File: src/rtl/infra_reset_sequencer.sv
// Staged reset release for IO then user fabric, with an IDELAYCTRL
// readiness watchdog that re-pulses the IDELAYCTRL reset on timeout.
module infra_reset_sequencer #(
  parameter int unsigned RST_HOLD_CYCLES = 256,
  parameter int unsigned RDY_TIMEOUT     = 65535,
  parameter int unsigned IDLY_RST_CYCLES = 16,
  parameter int unsigned STAGE_GAP       = 32,
  parameter int unsigned MAX_RETRIES     = 3
) (
  input  logic       sys_clk,
  input  logic       sys_rst,
  input  logic       idelay_rdy,
  output logic       idelay_rst_req,
  output logic       periph_rst,
  output logic       user_rst,
  output logic       seq_done,
  output logic       seq_fail,
  output logic [3:0] retry_cnt
);

  localparam int unsigned M1 =
    (RST_HOLD_CYCLES > RDY_TIMEOUT) ? RST_HOLD_CYCLES : RDY_TIMEOUT;
  localparam int unsigned M2 =
    (IDLY_RST_CYCLES > STAGE_GAP) ? IDLY_RST_CYCLES : STAGE_GAP;
  localparam int unsigned MAXP = (M1 > M2) ? M1 : M2;
  localparam int unsigned CW = $clog2(MAXP) + 1;

  localparam logic [CW-1:0] HOLD_LAST = CW'(RST_HOLD_CYCLES - 1);
  localparam logic [CW-1:0] TO_LAST   = CW'(RDY_TIMEOUT - 1);
  localparam logic [CW-1:0] IDLY_LAST = CW'(IDLY_RST_CYCLES - 1);
  localparam logic [CW-1:0] GAP_LAST  = CW'(STAGE_GAP - 1);
  localparam logic [3:0]    RETRY_MAX = 4'(MAX_RETRIES);

  typedef enum logic [2:0] {
    HOLD, WAIT_RDY, IDLY_RST, REL_PERIPH, DONE, FAIL
  } state_e;

  state_e        state_q, state_d;
  logic [CW-1:0] cnt_q, cnt_d;
  logic [3:0]    retry_q, retry_d;
  logic [1:0]    sync_q;
  logic          rdy_s;
  logic          idly_q, idly_d;
  logic          periph_q, periph_d;
  logic          user_q, user_d;
  logic          done_q, done_d;
  logic          fail_q, fail_d;

  assign rdy_s = sync_q[1];

  always_ff @(posedge sys_clk or posedge sys_rst) begin
    if (sys_rst) begin
      sync_q <= 2'b00;
    end else begin
      sync_q <= {sync_q[0], idelay_rdy};
    end
  end

  always_comb begin
    state_d = state_q;
    cnt_d   = cnt_q + 1'b1;
    retry_d = retry_q;
    unique case (state_q)
      HOLD: begin
        if (cnt_q == HOLD_LAST) state_d = WAIT_RDY;
      end
      WAIT_RDY: begin
        if (rdy_s) begin
          state_d = REL_PERIPH;
        end else if (cnt_q == TO_LAST) begin
          if (retry_q < RETRY_MAX) begin
            state_d = IDLY_RST;
            retry_d = retry_q + 4'd1;
          end else begin
            state_d = FAIL;
          end
        end
      end
      IDLY_RST: begin
        if (cnt_q == IDLY_LAST) state_d = HOLD;
      end
      REL_PERIPH: begin
        if (!rdy_s) state_d = HOLD;
        else if (cnt_q == GAP_LAST) state_d = DONE;
      end
      DONE: begin
        cnt_d = '0;
        if (!rdy_s) state_d = HOLD;
      end
      FAIL: begin
        cnt_d = '0;
      end
      default: begin
        state_d = HOLD;
      end
    endcase
    if (state_d != state_q) cnt_d = '0;

    // Outputs decoded from the next state so each one is a plain flop
    idly_d   = (state_d == IDLY_RST);
    periph_d = !((state_d == REL_PERIPH) || (state_d == DONE));
    user_d   = (state_d != DONE);
    done_d   = (state_d == DONE);
    fail_d   = (state_d == FAIL);
  end

  always_ff @(posedge sys_clk or posedge sys_rst) begin
    if (sys_rst) begin
      state_q  <= HOLD;
      cnt_q    <= '0;
      retry_q  <= 4'd0;
      idly_q   <= 1'b0;
      periph_q <= 1'b1;
      user_q   <= 1'b1;
      done_q   <= 1'b0;
      fail_q   <= 1'b0;
    end else begin
      state_q  <= state_d;
      cnt_q    <= cnt_d;
      retry_q  <= retry_d;
      idly_q   <= idly_d;
      periph_q <= periph_d;
      user_q   <= user_d;
      done_q   <= done_d;
      fail_q   <= fail_d;
    end
  end

  assign idelay_rst_req = idly_q;
  assign periph_rst     = periph_q;
  assign user_rst       = user_q;
  assign seq_done       = done_q;
  assign seq_fail       = fail_q;
  assign retry_cnt      = retry_q;

endmodule

File: config.mk
export PLATFORM = sky130hd
export DESIGN_NAME = infra_reset_sequencer
export DESIGN_NICKNAME = d
export VERILOG_FILES = /design/src/rtl/infra_reset_sequencer.sv
export SDC_FILE = /design/constraint.sdc
export NUM_CORES = 1
export LEC_CHECK = 0
export CAP_MARGIN = 30
export CORE_ASPECT_RATIO = 0.5
export CORE_MARGIN = 2
export CORE_UTILIZATION = 30
export CTS_CLUSTER_DIAMETER = 30
export DETAILED_ROUTE_END_ITERATION = 12
export PLACE_DENSITY_LB_ADDON = 0.05
export SLEW_MARGIN = 20
export SYNTH_ARGS = -nofsm -noshare
export SYNTH_HDL_FRONTEND = slang
export SYNTH_SLANG_ARGS = --single-unit
File: constraint.sdc
create_clock -name sys_clk -period 6.4 [get_ports sys_clk]
set_input_delay 0.96 -clock sys_clk [delete_from_list [all_inputs] [get_ports sys_clk]]
set_output_delay 0.96 -clock sys_clk [all_outputs]
set_load 0.02 [all_outputs]
==> flow_summary_export.csv <==
group,metric,value,unit
place,portBuffers,11,
clock_network,cts_resized,0,
sta,finalCriticalPeriod,2.54,ns
global_route,grt_max_degree,32,
floorplanning,rows,19,
floorplanning,die_area,6340,um^2
sta,finalHoldWorstSlack,0.349,ns
power_and_ir_drop,sequentialPowerShare,41.1,%
setup_path,cpPeakStageDelay,0.69,ns
logic_synthesis,ys_ff_latch,31,
place,pre_cts_ws,3.84,ns
global_route,grt_first_pass_wirelength,6.41,mm
logic_synthesis,ys_seq_area_share,45.6,%
hold_path,worstHoldPathType,"reg2reg",
logic_synthesis,syn-cell-area,1710,um^2
power_and_ir_drop,power.share.clock,57.7,%
finish,mostFrequentLayoutCell,"dfrtp_1",
sta,tightest_slew,0.837,ns
sta,rsz0062_at_grt,"no",
global_route,grt-ovfl-total,0,
floorplanning,initial_core_util,31.1,%
power_and_ir_drop,p_sw_share,18.4,%
route,drcViolationCount,0,
place,dp_hpwl,2.52,mm
setup_path,path_cells,"ha_1 > nor3_1 > a41oi_1 > nor2_1 > buf_4 > nor4_1",
finish,syn_to_final_growth,20.2,%
setup_path,criticalPathCategory,"reg2reg",
route,routedWlPerCell,15.5,um
finish,design_area,2050,um^2
global_route,grtUsageTotal,13.4,%
clock_network,htree_levels,2,
setup_path,r2r_end,"cnt_q[5]",
sta,setup_viol,0,
route,wl,3.70,mm
sta,skew,0.00457,ns
setup_path,r2r-start,"retry_cnt[0]",
floorplanning,num_io_pins,12,
logic_synthesis,netlist_instances,152,
route,drt_pass1_iterations,4,
clock_network,root_buffer,"clkbuf_16",
setup_path,endpoint,"cnt_q[5]",
logic_synthesis,yosys_warnings,0,
global_route,grt_pass1_vias,1220,
setup_path,rrSetupSlack,3.86,ns
clock_network,postCtsSetupBuffers,0,
global_route,antenna_found_initial,0,
floorplanning,die_w,111,um
place,place_congestion,0.738,
logic_synthesis,synth_nets,158,
clock_network,clk_path_buf_depth,2,
finish,antennaDiodeCount,0,
setup_path,arrival,2.67,ns
sta,relSlewSlack,44.0,%
setup_path,crit_path_end_kind,"flip-flop",
sta,slew_viol_final,0,
sta,max_freq,393,MHz
logic_synthesis,yosysUniqueCellTypes,41,
power_and_ir_drop,p_comb_share,1.2,%
power_and_ir_drop,p_sw,88.5,uW
sta,setup_tns,0,ns
setup_path,worst-path-max-fanout,9,
setup_path,critPathLaunch,"retry_cnt[0]",
setup_path,crit_slowest_cell,"nor2_1",
status,outcome,"finished clean",
place,post_dp_cell_area,1880,um^2
sta,period_share,39.7,%
route,drt_first_iter_violations,52,
route,vias_per_cell,5.11,
power_and_ir_drop,p_leak,0.000834,uW
sta,hold_viol_final,0,
clock_network,clk_pin_slew,0.05,ns
finish,final_cell_mix,"dfrtp_1 (29), nand3_1 (11), nor4_2 (11), clkdlybuf4s50_1 (11), nor4_1 (10)",
job,cap_violations,0,
finish,final_layout_size_suffix_gt1_share,22.3,%
clock_network,holdBufCountCts,0,
power_and_ir_drop,power.density,234,nW/um^2
floorplanning,core,5490,um^2
sta,fin_ws,3.86,ns
logic_synthesis,syn_avg_cell_area,11.2,um^2
clock_network,cts_buffers,5,
clock_network,worstSkewPairLatency,0.28,ns
setup_path,r2r_cells,6,
route,num_vias,1222,
clock_network,cts_tree,"yes",
setup_path,cp-start-kind,"flip-flop",
setup_path,cp.required,6.53,ns
power_and_ir_drop,power.internal,392,uW
power_and_ir_drop,ir_drop,88.6,uV
clock_network,cts_sinks,31,
floorplanning,die_y,57.3,um
route,drtAntennaViolNets,0,
finish,layout.nets,171,
-- synthesized netlist by cell type, drive strengths merged --
master   number  area, um^2
nor3          6        41.3
nor2          9        33.8
xnor2         8        70.1
or4           3        30.0
a31oi         4        25.0
nand4         4        31.3
o21a          1        7.51
dfstp         2        52.6
mux2i         1        10.0
nor4b         1        8.76
and4          2        18.8
buf           6        45.0
a41oi         1        8.76
clkbuf        2        7.51
o211ai        3        41.3
mux2          1        11.3
nand2         8        30.0
inv           5        18.8
and3          3        18.8
ha            3        37.5
xor2          8        70.1
o22ai         1        12.5
nand3        11        55.1
or2           2        12.5
nor4         23         243
and4b         1        10.0
and2          2        12.5
nand4b        1        8.76
o2bb2ai       1        8.76
dfrtp        29         726
-- state kept, by name, summed over array words and instances, names as in the netlist --
signal,cells
user_rst,1
sync_q,2
state_q,3
periph_rst,1
seq_fail,1
seq_done,1
cnt_q,17
retry_cnt,4
idelay_rst_req,1
-- power groups by stage --
| stage | Sequential, uW | Combinational, uW | Clock [uW] |
|---|---|---|---|
| global placement | 201 | 6.20 | 0 |
| finish | 197 | 5.78 | 277 |
| global route | 197 | 6.94 | 294 |
| floorplan | 201 | 3.16 | 0 |
| CTS | 197 | 6.29 | 285 |
| detailed placement | 201 | 6.30 | 0 |
-- stage by stage --
step | instances | total power (uW) | utilization (%)
detailed placement | 231 | 207 | 34.2
floorplan | 152 | 204 | -
global placement | 231 | 207 | 34.2
CTS | 239 | 489 | 37.4
global route | 239 | 498 | 37.4
finish | 239 | 480 | 37.4
-- critical path, delay by kind of cell (launching register included) --
family	cells	cell delay [ns]
fa+ha+maj	1	0.23
buf+inv	1	0.33
compound gates	1	0.22
flops	1	0.40
simple gates	3	1.20
-- cell type report --
class,count,area [um^2]
multi-input combinational,108,857
clock inverter,2,35.0
fill,531,3440
tap,73,91.3
clock buffer,6,139
sequential,31,778
timing repair buffer,14,133
inverter,5,18.8
-- per-layer routing --
metal	vias up	wire, um	track usage (%)	part of all wire, %
li1	592	-	-	-
met1	599	1980	19.6	53
met2	23	1470	18.2	40
met3	8	193	3.83	5.2
met4	0	66	5.89	1.8
met5	-	0	0	0
-- worst min-delay path by stage --
stage                   start   endpoint  depth (start not counted)
floorplan           sync_q[0]  sync_q[1]                          0
global placement    sync_q[0]  sync_q[1]                          0
detailed placement  sync_q[0]  sync_q[1]                          0
CTS                 sync_q[0]  sync_q[1]                          0
global route        sync_q[0]  sync_q[1]                          0
finish              sync_q[0]  sync_q[1]                          0
-- kinds of logic (layout without fill, tap and decap cells) --
kind of cell	Yosys count	count (layout)	share of synthesized area [%]
AOI/OAI and AO/OA	11	11	6.09
xor gates and xnor gates	16	16	8.21
adders and majority gates	3	3	2.20
buffers and inverters	13	27	4.18
DFF	31	31	45.6
muxes	2	2	1.25
and+or+nand+nor	76	76	32.5
No activity file was read; power rests on OpenSTA's default activity.
